[src/rtl/shift_req_queue.sv]
// Request FIFO feeding an external combinational barrel shifter, with a single
// registered result stage and valid/ready handshakes on both sides.
module shift_req_queue #(
  parameter int OPERAND_WIDTH  = 16,
  parameter int SHAMT_WIDTH    = 4,
  parameter int NUM_OPERATIONS = 2,
  parameter int DEPTH          = 4
) (
  input  logic                      clk,
  input  logic                      rst_n,
  input  logic                      in_valid,
  output logic                      in_ready,
  input  logic [OPERAND_WIDTH-1:0]  in_data,
  input  logic [SHAMT_WIDTH-1:0]    in_shamt,
  input  logic [NUM_OPERATIONS-1:0] in_oper,
  output logic [OPERAND_WIDTH-1:0]  sh_in,
  output logic [SHAMT_WIDTH-1:0]    sh_shamt,
  output logic [NUM_OPERATIONS-1:0] sh_oper,
  input  logic [OPERAND_WIDTH-1:0]  sh_out,
  output logic                      out_valid,
  input  logic                      out_ready,
  output logic [OPERAND_WIDTH-1:0]  out_data,
  output logic [NUM_OPERATIONS-1:0] out_oper,
  output logic [$clog2(DEPTH):0]    count
);

  localparam int AW = $clog2(DEPTH);
  localparam int EW = OPERAND_WIDTH + SHAMT_WIDTH + NUM_OPERATIONS;
  localparam logic [AW:0] FULL = DEPTH[AW:0];

  logic [EW-1:0] mem [DEPTH];
  logic [AW-1:0] wr_ptr;
  logic [AW-1:0] rd_ptr;
  logic [EW-1:0] head;
  logic          empty;
  logic          push;
  logic          capture;

  assign empty    = (count == '0);
  assign in_ready = (count != FULL);
  assign push     = in_valid && in_ready;
  assign capture  = !empty && (!out_valid || out_ready);
  assign head     = mem[rd_ptr];

  // Downstream shifter sees zeros whenever the queue is empty.
  always_comb begin
    sh_in    = '0;
    sh_shamt = '0;
    sh_oper  = '0;
    if (!empty) begin
      {sh_in, sh_shamt, sh_oper} = head;
    end
  end

  always_ff @(posedge clk) begin
    if (push) begin
      mem[wr_ptr] <= {in_data, in_shamt, in_oper};
    end
  end

  // Pointers wrap naturally because DEPTH is a power of two.
  always_ff @(posedge clk) begin
    if (!rst_n) begin
      wr_ptr <= '0;
      rd_ptr <= '0;
      count  <= '0;
    end else begin
      if (push) begin
        wr_ptr <= wr_ptr + 1'b1;
      end
      if (capture) begin
        rd_ptr <= rd_ptr + 1'b1;
      end
      unique case ({push, capture})
        2'b10:   count <= count + 1'b1;
        2'b01:   count <= count - 1'b1;
        default: count <= count;
      endcase
    end
  end

  always_ff @(posedge clk) begin
    if (!rst_n) begin
      out_valid <= 1'b0;
      out_data  <= '0;
      out_oper  <= '0;
    end else if (capture) begin
      out_valid <= 1'b1;
      out_data  <= sh_out;
      out_oper  <= sh_oper;
    end else if (out_valid && out_ready) begin
      out_valid <= 1'b0;
    end
  end

endmodule
[config.mk]
export PLATFORM = sky130hd
export DESIGN_NAME = shift_req_queue
export DESIGN_NICKNAME = d
export VERILOG_FILES = /design/src/rtl/shift_req_queue.sv
export SDC_FILE = /design/constraint.sdc
export NUM_CORES = 1
export LEC_CHECK = 0
export CAP_MARGIN = 20
export CORE_MARGIN = 1.5
export CORE_UTILIZATION = 40
export CTS_CLUSTER_SIZE = 20
export DETAILED_ROUTE_END_ITERATION = 10
export DONT_BUFFER_PORTS = 1
export PLACE_DENSITY = 0.57
export SYNTH_ARGS = -nofsm -noshare
export SYNTH_HDL_FRONTEND = slang
export SYNTH_SLANG_ARGS = --single-unit
[constraint.sdc]
create_clock -name clk -period 2.2 [get_ports clk]
set_clock_uncertainty 0.05 [all_clocks]
set_input_delay 0.44 -clock clk [delete_from_list [all_inputs] [get_ports clk]]
set_output_delay 0.44 -clock clk [all_outputs]
set_load 0.05 [all_outputs]
# Word level (Yosys, flattened, before mapping)
# Memory sizes are Yosys's and may differ from the RTL's. A register that Yosys moved wholly into a read port is not among the register bits.
# Index checks and enable logic that the tools add are counted.
op_classes:
  add_sub_neg: 4
  n_eq_ne: 3
  muxes: 10
  n_reduce_logical: 9
ops:
  columns: ["cell", "n"]
  rows:
  - ["16-bit two-way mux", 1]
  - ["2-bit two-way mux", 3]
  - ["3-bit case mux with 2 select lines", 1]
  - ["2-bit by 1-bit adder with 2-bit output (second input constant)", 2]
  - ["1-bit two-way mux", 4]
  - ["4-bit two-way mux", 1]
  - ["2-bit nonzero test", 2]
  - ["3-bit by 1-bit adder with 3-bit output (second input constant)", 1]
  - ["1-bit logical AND", 3]
  - ["3-bit logical NOT", 1]
  - ["3-bit inequality test (second input constant)", 1]
  - ["3-bit by 1-bit subtractor with 3-bit output (second input constant)", 1]
  - ["2-bit by 1-bit equality test with 1-bit output (second input constant)", 1]
  - ["2-bit equality test (second input constant)", 1]
  - ["1-bit logical NOT", 2]
  - ["1-bit logical OR", 1]
word_totals:
  regBits: 26
  ramBits: 88
  inputBits: 42
  mem_count: 1
mem_list:
  columns: ["name", "words", "word_bits", "rd", "rd_ports_with_merged_regs", "write_ports", "line", "rtl"]
  rows:
  - ["mem", 4, 22, 1, 1, 1, "31", "logic [EW-1:0] mem [DEPTH];"]

# Depth between registers and ports, before layout
# Gate-level depths: netlist of the first run.
logic_depth:
  ltp_word: 5
  mapped_depth: 9
  mapped_depth_nobuf: 8

# Worst setup path after synthesis of the first run
# No wires, ideal clock.
synth_path:
  kind: "reg-to-reg"
  startpoint: "register count[2]"
  endpoint: "register count[2]"
  setup_ns: 0.070
  t_arrival_ns: 2.456
  required_ns: 2.080
  slack_ns: -0.377
  path_stages_with_launch: 10
  synth_period_minus_slack_ns: 2.577
  path_cell_list: "dfxtp_1 > or3b_1 > buf_6 > nand2_1 > ha_1 > inv_1 > fa_1 > xor2_1 > or3_1 > a21oi_1"
synth_via:
  word_cells_on_any_way: 11
  classes_between: "add/sub: 2; eq/ne: 3; mux: 1; reduce/logical: 5"
synth_lines:
  columns: ["item", "line", "rtl"]
  rows:
  - ["start, declared", "24", "output logic [$clog2(DEPTH):0] count"]
  - ["start signal, assigned", "75", "2'b10: count <= count + 1'b1;"]
  - ["start signal, assigned", "76", "2'b01: count <= count - 1'b1;"]
  - ["start signal, assigned", "77", "default: count <= count;"]
  - ["3-bit inequality test *", "40", "assign in_ready = (count != FULL);"]
  - ["named net in_ready", "12", "output logic in_ready,"]
  - ["1-bit logical AND *", "41", "assign push = in_valid && in_ready;"]
  - ["2-bit by 1-bit equality test with 1-bit output / 2-bit equality test (equally long branches)", "74", "unique case ({push, capture})"]
  - ["3-bit case mux with 2 select lines / 2-bit nonzero test (equally long branches)", null, null]
# The timed path passes the listed nets; every way through them passes the cells marked *.
# A chain may end at the register's enable or synchronous reset.

==> results.py, run 1 <==
metrics = {
    "route": {
        "drt-pass1-iter-count": 4,
        "ant_nets": 0,
        "avgViaCountPerCell": 5.14,
        "drc": 0,
        "drt-initial-drc-count": 147,
        "wire_per_inst_um": 17.9,
        "drt-total-wl_um": 8450,
        "vias": 2424,
    },
    "sta": {
        "setup_viol": 22,
        "fin_crit_ns": 2.28,
        "fin_ws_ns": -0.0773,
        "setup_tns_ns": -1.26,
        "fmax_mhz": 439,
        "drv_slew": 0,
        "tightest_slew_ns": 0.636,
        "rsz0062_at_grt": "true",
        "slew-limit-headroom_pct": 57.6,
        "hold_violations": 0,
        "period_share_pct": 104,
    },
    "yosys": {
        "synthTopCellsByArea": "edfxtp_1, dfxtp_1, mux4_2",
        "synth_top_cell_by_area": "edfxtp_1",
        "ys_ff_latch": 116,
        "syn_nets": 328,
        "yosysUniqueCellTypes": 28,
        "synth_area_um2": 4530,
        "syn_inst": 280,
        "ys_seq_area_share_pct": 70.7,
        "syn_avg_cell_area_um2": 16.2,
        "ys_warn_count": 0,
        "synth_top_area_share_pct": 58.3,
    },
    "floorplanning": {
        "die_width_um": 109,
        "start_util_pct": 41.5,
        "rows": 38,
        "die_height_um": 109,
        "boundaryPins": 87,
        "core_area_um2": 10900,
        "die_area_um2": 12000,
    },
    "global_route": {
        "globalRoute.busiestLayer": "met2",
        "met2_usage_pct": 23.9,
        "grt-ovfl-total": 0,
        "grt_pass1_vias": 2438,
        "grt_util_met1_pct": 17.4,
        "globalRouteTotalUtil_pct": 15.1,
        "grt_start_max_net_pins": 27,
        "grt_use_met3_pct": 6.88,
        "grt_pass1_wl_um": 12600,
        "antenna_found_initial": 0,
    },
    "power_and_ir_drop": {
        "p_per_area_nw_per_um2": 1750,
        "peakVddDrop_uv": 974,
        "power.leakage_nw": 2.05,
        "p_total_mw": 10.4,
    },
    "critical_path": {
        "worst_setup_path_start_kind": "flop",
        "critPathCaptureType": "primary output",
        "path_class": "reg2out",
        "required_ns": 1.71,
        "path_max_fanout": 8,
        "crit_arrival_ns": 1.79,
    },
    "cells_and_area": {
        "fin_util_pct": 54.3,
        "diodes": 0,
        "drive_above_1_share_pct": 38.6,
        "final_net_count": 367,
        "fill_cells": 884,
        "final_common_cell": "edfxtp_1",
        "final_cell_mix": "edfxtp_1, buf_12, a21oi_1, dfxtp_1",
        "syn_to_final_growth_pct": 30.9,
    },
    "clock_tree": {
        "tritoncts": "yes",
        "cts_sinks": 116,
        "h-tree-depth": 4,
        "clk_latency_ns": 0.41,
        "cts_buffer_depth": 2,
        "cts_buffers": 17,
        "cts_root_buf": "clkbuf_16",
        "clk_pin_slew_ns": 0.05,
    },
    "placed_design": {
        "portBuffers": 0,
        "dp_hpwl_um": 5200,
        "place_congestion": 0.671,
    },
    "outcome": {
        "outcome": "finished, violations left",
        "violations": "setup timing",
    },
    "job": {
        "cap_violations": 0,
    },
    "min_path": {
        "hp-class": "in2reg",
    },
}
## synthesized netlist by cell type, drive strengths merged
cell type and instances:
a21o 2, or3b 1, ha 5, a21oi 25
fa 1, xor2 2, and2 22, nor3 1
nor2 4, nor2b 1, o21ai 20, and3 4
buf 10, clkinv 1, dfxtp 28, inv 5
clkbuf 9, nand3 21, mux4 22, or3 3
edfxtp 88, mux2i 1, nand2 2, nand2b 2
## stage by stage
step / cells / setup WS, ns / hold slack (ns) / cell area, µm²
6_report: 472 / -0.0773 / 0.0717 / 5930
2_1_floorplan: 280 / -0.0291 / 0.399 / 4580
5_1_grt: 472 / -0.140 / 0.0473 / 5930
3_3_place_gp: 438 / 0.208 / 0.414 / 5220
3_5_place_dp: 438 / 0.155 / 0.425 / 5220
4_1_cts: 470 / -0.115 / 0.0564 / 5900
## flip-flops by register name (all words and copies together) (netlist names), named ones only
| name | count |
|---|---|
| out_data | 16 |
| count | 3 |
| out_valid | 1 |
| mem | 88 |
| wr_ptr | 2 |
| out_oper | 2 |
| rd_ptr | 2 |
## area by class of cell
type | instances | area, µm² | share of cell area [%]
clock buffers | 17 | 425 | 7.17
flip-flops and latches | 116 | 3220 | 54.2
clock inverters | 15 | 186 | 3.14
well taps | 140 | 175 | 2.95
repair buffers | 39 | 617 | 10.4
inverters | 6 | 22.5 | 0.380
multi-input cells | 139 | 1290 | 21.7
## final timing paths
check                         startpoint                endpoint  slack, ns  cells after the start
setup / recovery                    flop                sh_in[7]      -0.08                      4
hold / removal                in_data[7]    mem[2][13]$_DFFE_PP_       0.07                      0
hold reg to reg   rd_ptr[1]$_SDFFE_PN0P_  rd_ptr[1]$_SDFFE_PN0P_       0.43                      2
setup reg to reg   count[2]$_SDFFE_PN0P_   count[2]$_SDFFE_PN0P_       0.14                      8
## critical path, cell delays in order, from the launching register on
cell and delay (ns):
dfxtp_4 0.39, buf_12 0.15, mux4_2 0.50, and2_4 0.19
buf_12 0.14
## logic make-up after synthesis
group	Yosys count	synth area share (%)
compound gates	47	5.47
xor+xnor	2	0.386
fa+ha+maj	6	1.82
buf+inv	25	2.70
flops	116	70.7
mux	23	11.3
simple gates	61	7.65
## what timing repair did
item / 4_1_cts / 5_1_grt
setup endpoints to repair: 22 / 22
pin swaps: 0 / 2
hold buffers: 0 / 0
buffers inserted: 0 / 2
gates resized for setup: 27 / 8
## power by group
| part | switching (mW) | internal (mW) |
|---|---|---|
| sequential | 0.550 | 2.72 |
| clock | 0.941 | 1.88 |
| combinational | 2.20 | 2.07 |
| total | 3.69 | 6.67 |
## metal layers
metal  wire (µm)  up-vias
met3         623       10
li1            -     1144
met5           0        -
met2        4200       73
met4         121        0
met1        3510     1197
Note: power is estimated with default switching activity, not from simulation.
==> inputs of run 2 (changes only) <==
--- a/config.mk
+++ b/config.mk
@@ -5,13 +5,13 @@
 export SDC_FILE = /design/constraint.sdc
 export NUM_CORES = 1
 export LEC_CHECK = 0
+export ABC_CLOCK_PERIOD_IN_PS = 2200
 export CAP_MARGIN = 20
 export CORE_MARGIN = 1.5
 export CORE_UTILIZATION = 40
 export CTS_CLUSTER_SIZE = 20
 export DETAILED_ROUTE_END_ITERATION = 10
 export DONT_BUFFER_PORTS = 1
-export PLACE_DENSITY = 0.57
 export SYNTH_ARGS = -nofsm -noshare
 export SYNTH_HDL_FRONTEND = slang
 export SYNTH_SLANG_ARGS = --single-unit
==> results.py, run 2 (synthesis gave the netlist of run 1 again) <==
metrics = {
    "clock_tree": {
        "tritoncts": "yes",
        "postCtsHoldBufs": 0,
        "cts_buffer_depth": 2,
        "cts_buffers": 17,
        "h-tree-depth": 4,
        "cts_root_buf": "clkbuf_16",
        "cts_sinks": 116,
        "clk_latency_ns": 0.41,
        "clk_pin_slew_ns": 0.06,
    },
    "floorplanning": {
        "rows": 38,
        "die_height_um": 109,
        "die_area_um2": 12000,
        "die_width_um": 109,
        "start_util_pct": 41.5,
        "core_area_um2": 10900,
        "boundaryPins": 87,
    },
    "sta": {
        "holdWs_ns": 0.0712,
        "tightest_slew_ns": 0.738,
        "setup_viol": 22,
        "fin_ws_ns": -0.0687,
        "setup_tns_ns": -1.04,
        "drv_slew": 0,
        "hold_violations": 0,
        "fmax_mhz": 441,
        "fin_crit_ns": 2.27,
        "period_share_pct": 103,
        "rsz0062_at_grt": "true",
        "slew-limit-headroom_pct": 50.8,
    },
    "cells_and_area": {
        "drive_above_1_share_pct": 36.9,
        "syn_to_final_growth_pct": 29.0,
        "reg_top3": "mem (88), out_data (16), count (3)",
        "top_register": "mem",
        "fill_cells": 886,
        "final_common_cell": "edfxtp_1",
        "fin_util_pct": 53.5,
        "diodes": 0,
        "fin_area_um2": 5850,
        "final_cell_mix": "edfxtp_1, buf_12, a21oi_1, dfxtp_1",
        "largest_reg_flops": 88,
        "final_net_count": 365,
    },
    "critical_path": {
        "crit_arrival_ns": 1.78,
        "critPathCaptureType": "primary output",
        "cp_slowest_stage_delay_ns": 0.51,
        "slowest_stage": "mux4_2",
        "reg2regPathDepth": 8,
        "critPathCapture": "sh_in[1]",
        "path_max_fanout": 6,
        "cp.depth": 4,
        "r2r_slack_ns": 0.16,
        "crit_family": "multiplexers",
        "path_buf_inv": 2,
        "crit_chain": "buf_8, mux4_2, and2_4, buf_12",
        "r2r_end": "count[2]$_SDFFE_PN0P_",
        "path_class": "reg2out",
        "reg2reg_from": "count[2]$_SDFFE_PN0P_",
        "worst_setup_path_start_kind": "flop",
        "required_ns": 1.71,
    },
    "route": {
        "drt-total-wl_um": 8510,
        "avgViaCountPerCell": 5.23,
        "ant_nets": 0,
        "vias": 2446,
        "wire_per_inst_um": 18.2,
        "drt-initial-drc-count": 131,
        "drt-pass1-iter-count": 4,
        "drc": 0,
    },
    "global_route": {
        "grt-ovfl-total": 0,
        "antenna_found_initial": 0,
        "globalRouteTotalUtil_pct": 15.2,
        "grt_pass1_vias": 2485,
        "grt_start_max_net_pins": 32,
        "grt_pass1_wl_um": 12900,
    },
    "power_and_ir_drop": {
        "p_per_area_nw_per_um2": 1720,
        "peakVddDrop_uv": 983,
        "power.leakage_nw": 2.02,
    },
    "outcome": {
        "violations": "setup timing",
        "outcome": "finished, violations left",
    },
    "min_path": {
        "hp-class": "in2reg",
    },
    "placed_design": {
        "postPlaceCellArea_um2": 5200,
        "dp_hpwl_um": 5290,
        "place_congestion": 0.673,
        "portBuffers": 0,
    },
    "job": {
        "cap_violations": 0,
    },
}
-- run 2: changes by cell type in the layout (fill, tap and decap cells not counted), moves of 2 or more --
cell / before / now
clkinv_2: 2 / 4
bufinv_16: 4 / 2
buf_4: 12 / 10
inv_6: 2 / 0
-- run 2: cell type report --
type / instances / area [µm²] / area share, %
inverter: 6 / 22.5 / 0.385
tap: 140 / 175 / 3.00
clock buffer: 18 / 429 / 7.34
sequential: 116 / 3220 / 55.0
clock inverter: 12 / 116 / 1.99
timing repair buffer: 37 / 602 / 10.3
multi-input combinational: 139 / 1290 / 22.0
-- run 2: routing by layer --
metal  vias up  track usage, %  wire length [µm]
met5         -               0                 0
met4         0            6.68               132
li1       1144               -                 -
met1      1203            17.9              3570
met3        13            7.53               775
met2        86            23.5              4030
-- run 2: worst min path at each step --
stage                                 startpoint                      to  slack [ns]  depth (start not counted)
final                                 in_data[2]     mem[1][8]$_DFFE_PP_        0.07                          0
after CTS                            in_data[15]    mem[3][21]$_DFFE_PP_        0.06                          0
after floorplan           rd_ptr[1]$_SDFFE_PN0P_                    flop        0.40                          2
after global routing                  in_data[2]     mem[1][8]$_DFFE_PP_        0.05                          0
after global placement    rd_ptr[1]$_SDFFE_PN0P_  rd_ptr[1]$_SDFFE_PN0P_        0.41                          2
after detailed placement  rd_ptr[1]$_SDFFE_PN0P_                    flop        0.43                          2
-- run 2: what timing repair did --
item	in CTS	in global routing
pin swaps	3	4
buffers inserted	0	1
resized for setup	28	5
cloned	0	0
endpoints found under the setup margin	22	22
-- run 2: per-stage QoR --
stage	cells	total power, mW	worst slack (ns)
after floorplan	280	5.68	-0.0291
after global placement	437	7.19	0.212
after detailed placement	437	7.25	0.163
after CTS	467	10.1	-0.112
after global routing	468	10.5	-0.134
final	468	10.0	-0.0687
-- run 2: report_power, final --
part	total (mW)	leakage [nW]	internal (mW)	switching, mW
Sequential	3.26	1.04	2.72	0.541
Combinational	4.25	0.709	2.04	2.21
Clock	2.53	0.268	1.63	0.899
Total	10.0	2.02	6.39	3.65
==> inputs of run 3 (changes only) <==
--- a/config.mk
+++ b/config.mk
@@ -9,6 +9,7 @@
 export CAP_MARGIN = 20
 export CORE_MARGIN = 1.5
 export CORE_UTILIZATION = 40
+export CTS_BUF_LIST = sky130_fd_sc_hd__clkbuf_8
 export CTS_CLUSTER_SIZE = 20
 export DETAILED_ROUTE_END_ITERATION = 10
 export DONT_BUFFER_PORTS = 1
==> results.py, run 3 (synthesis gave the netlist of run 1 again) <==
metrics = {
    "outcome": {
        "outcome": "finished, violations left",
        "violations": "setup timing",
    },
    "cells_and_area": {
        "final_net_count": 369,
        "reg_top3": "mem (88), out_data (16), count (3)",
        "final_cell_mix": "edfxtp_1, buf_12, a21oi_1, dfxtp_1",
        "diodes": 0,
        "top_register": "mem",
        "syn_to_final_growth_pct": 25.8,
        "multiInputGateArea_um2": 1280,
        "instances_no_fill": 472,
        "fill_cells": 907,
        "largest_reg_flops": 88,
        "fin_util_pct": 52.1,
        "final_common_cell": "edfxtp_1",
        "seq_area_um2": 3220,
        "drive_above_1_share_pct": 38.0,
    },
    "critical_path": {
        "r2r_end": "count[2]$_SDFFE_PN0P_",
        "crit_chain": "buf_12, buf_12, mux4_2, and2_4, buf_12",
        "cpMostUsedCell": "buf_12",
        "cp_slowest_stage_delay_ns": 0.50,
        "path_max_fanout": 6,
        "reg2reg_from": "count[2]$_SDFFE_PN0P_",
        "worst_setup_path_start_kind": "flop",
        "path_buf_inv": 3,
        "r2r_slack_ns": 0.16,
        "required_ns": 1.71,
        "crit_arrival_ns": 1.83,
        "path_class": "reg2out",
        "slowest_stage": "mux4_2",
        "crit_family": "multiplexers",
        "critPathCaptureType": "primary output",
        "reg2regPathDepth": 8,
    },
    "floorplanning": {
        "start_util_pct": 41.5,
        "core_area_um2": 10900,
        "die_height_um": 109,
        "rows": 38,
        "die_width_um": 109,
        "boundaryPins": 87,
        "die_area_um2": 12000,
    },
    "placed_design": {
        "place_congestion": 0.673,
        "dpl_worst_slack_ns": 0.163,
        "dp_cells": 437,
        "portBuffers": 0,
        "dp_hpwl_um": 5290,
    },
    "route": {
        "wire_per_inst_um": 18.1,
        "avgViaCountPerCell": 5.24,
        "drc": 0,
        "drt-initial-drc-count": 148,
        "drt-pass1-iter-count": 4,
        "vias": 2475,
        "ant_nets": 0,
        "drt-total-wl_um": 8540,
    },
    "sta": {
        "slew-limit-headroom_pct": 52.3,
        "drv_slew": 0,
        "period_share_pct": 106,
        "fin_ws_ns": -0.122,
        "setup_viol": 22,
        "fmax_mhz": 431,
        "setup_tns_ns": -1.81,
        "tightest_slew_ns": 0.716,
        "rsz0062_at_grt": "true",
        "fin_crit_ns": 2.32,
        "hold_violations": 0,
    },
    "global_route": {
        "grt-ovfl-total": 0,
        "grt_start_max_net_pins": 32,
        "globalRouteTotalUtil_pct": 15.1,
        "antenna_found_initial": 0,
        "grt_pass1_wl_um": 13000,
        "grt_pass1_vias": 2530,
    },
    "clock_tree": {
        "clk_latency_ns": 0.41,
        "cts_root_buf": "clkbuf_8",
        "h-tree-depth": 4,
        "cts_buffers": 17,
        "tritoncts": "yes",
        "clk_pin_slew_ns": 0.07,
        "cts_buffer_depth": 2,
        "cts_sinks": 116,
        "postCtsHoldBufs": 0,
    },
    "power_and_ir_drop": {
        "p_per_area_nw_per_um2": 1640,
        "peakVddDrop_uv": 959,
        "power.leakage_nw": 1.96,
        "power_switching_mw": 3.57,
        "pwr-share-clk_pct": 18.9,
        "swShare_pct": 38.2,
        "p_seq_share_pct": 34.7,
        "power.internal_mw": 5.79,
        "p_comb_share_pct": 46.4,
        "p_total_mw": 9.36,
    },
    "job": {
        "cap_violations": 0,
    },
    "min_path": {
        "hold_end": "mem[2][2]$_DFFE_PP_",
        "min_from": "in_shamt[0]",
        "hp-class": "in2reg",
        "worstHoldPathCells": 0,
    },
}
run 3: final cells by class:
class	instances	share of cell area, %
flip-flops and latches	116	56.4
multi-input cells	139	22.5
repair buffers	41	11.4
clock buffers	17	4.10
well taps	140	3.07
clock inverters	13	2.11
inverters	6	0.395
run 3: power groups by stage:
stage	registers, mW	clock network (mW)	logic, mW
2_1_floorplan	3.36	0	2.32
6_report	3.25	1.77	4.34
5_1_grt	3.29	1.91	4.60
3_5_place_dp	3.29	0	3.96
4_1_cts	3.25	1.82	4.42
3_3_place_gp	3.28	0	3.91
run 3: layer usage:
layer | global-route usage (%) | wire length (µm)
met1 | 18.0 | 3540
met2 | 23.6 | 4090
met3 | 6.76 | 800
met4 | 6.96 | 100
met5 | 0 | 0
run 3: worst max-delay path by stage:
stage,end,slack (ns),depth (start not counted)
6_report,sh_in[1],-0.12,5
4_1_cts,sh_in[12],-0.16,5
5_1_grt,sh_in[4],-0.20,5
3_3_place_gp,count[2]$_SDFFE_PN0P_,0.21,8
2_1_floorplan,count[2]$_SDFFE_PN0P_,-0.03,9
3_5_place_dp,count[2]$_SDFFE_PN0P_,0.16,8
run 3: per-stage QoR:
| stage | hold WS, ns | area (µm²) |
|---|---|---|
| global placement | 0.414 | 5200 |
| detailed placement | 0.429 | 5200 |
| finish | 0.0638 | 5700 |
| CTS | 0.0270 | 5710 |
| global route | 0.0263 | 5700 |
| floorplan | 0.399 | 4580 |
run 3: worst register-to-register path: stages, from the launching register on:
cell and delay [ns]:
dfxtp_4 0.36, or3b_4 0.40, nand2_4 0.08, ha_4 0.12, inv_1 0.05, fa_2 0.34
xor2_1 0.15, or3_1 0.30, a21oi_1 0.11
run 3: repair_timing:
| item | in CTS | in global routing |
|---|---|---|
| gates resized for setup | 32 | 5 |
| hold endpoints to repair | 0 | 0 |
| endpoints found under the setup margin | 22 | 22 |
| setup buffers | 4 | 1 |
| cloned | 1 | 0 |
| pin swaps | 7 | 3 |
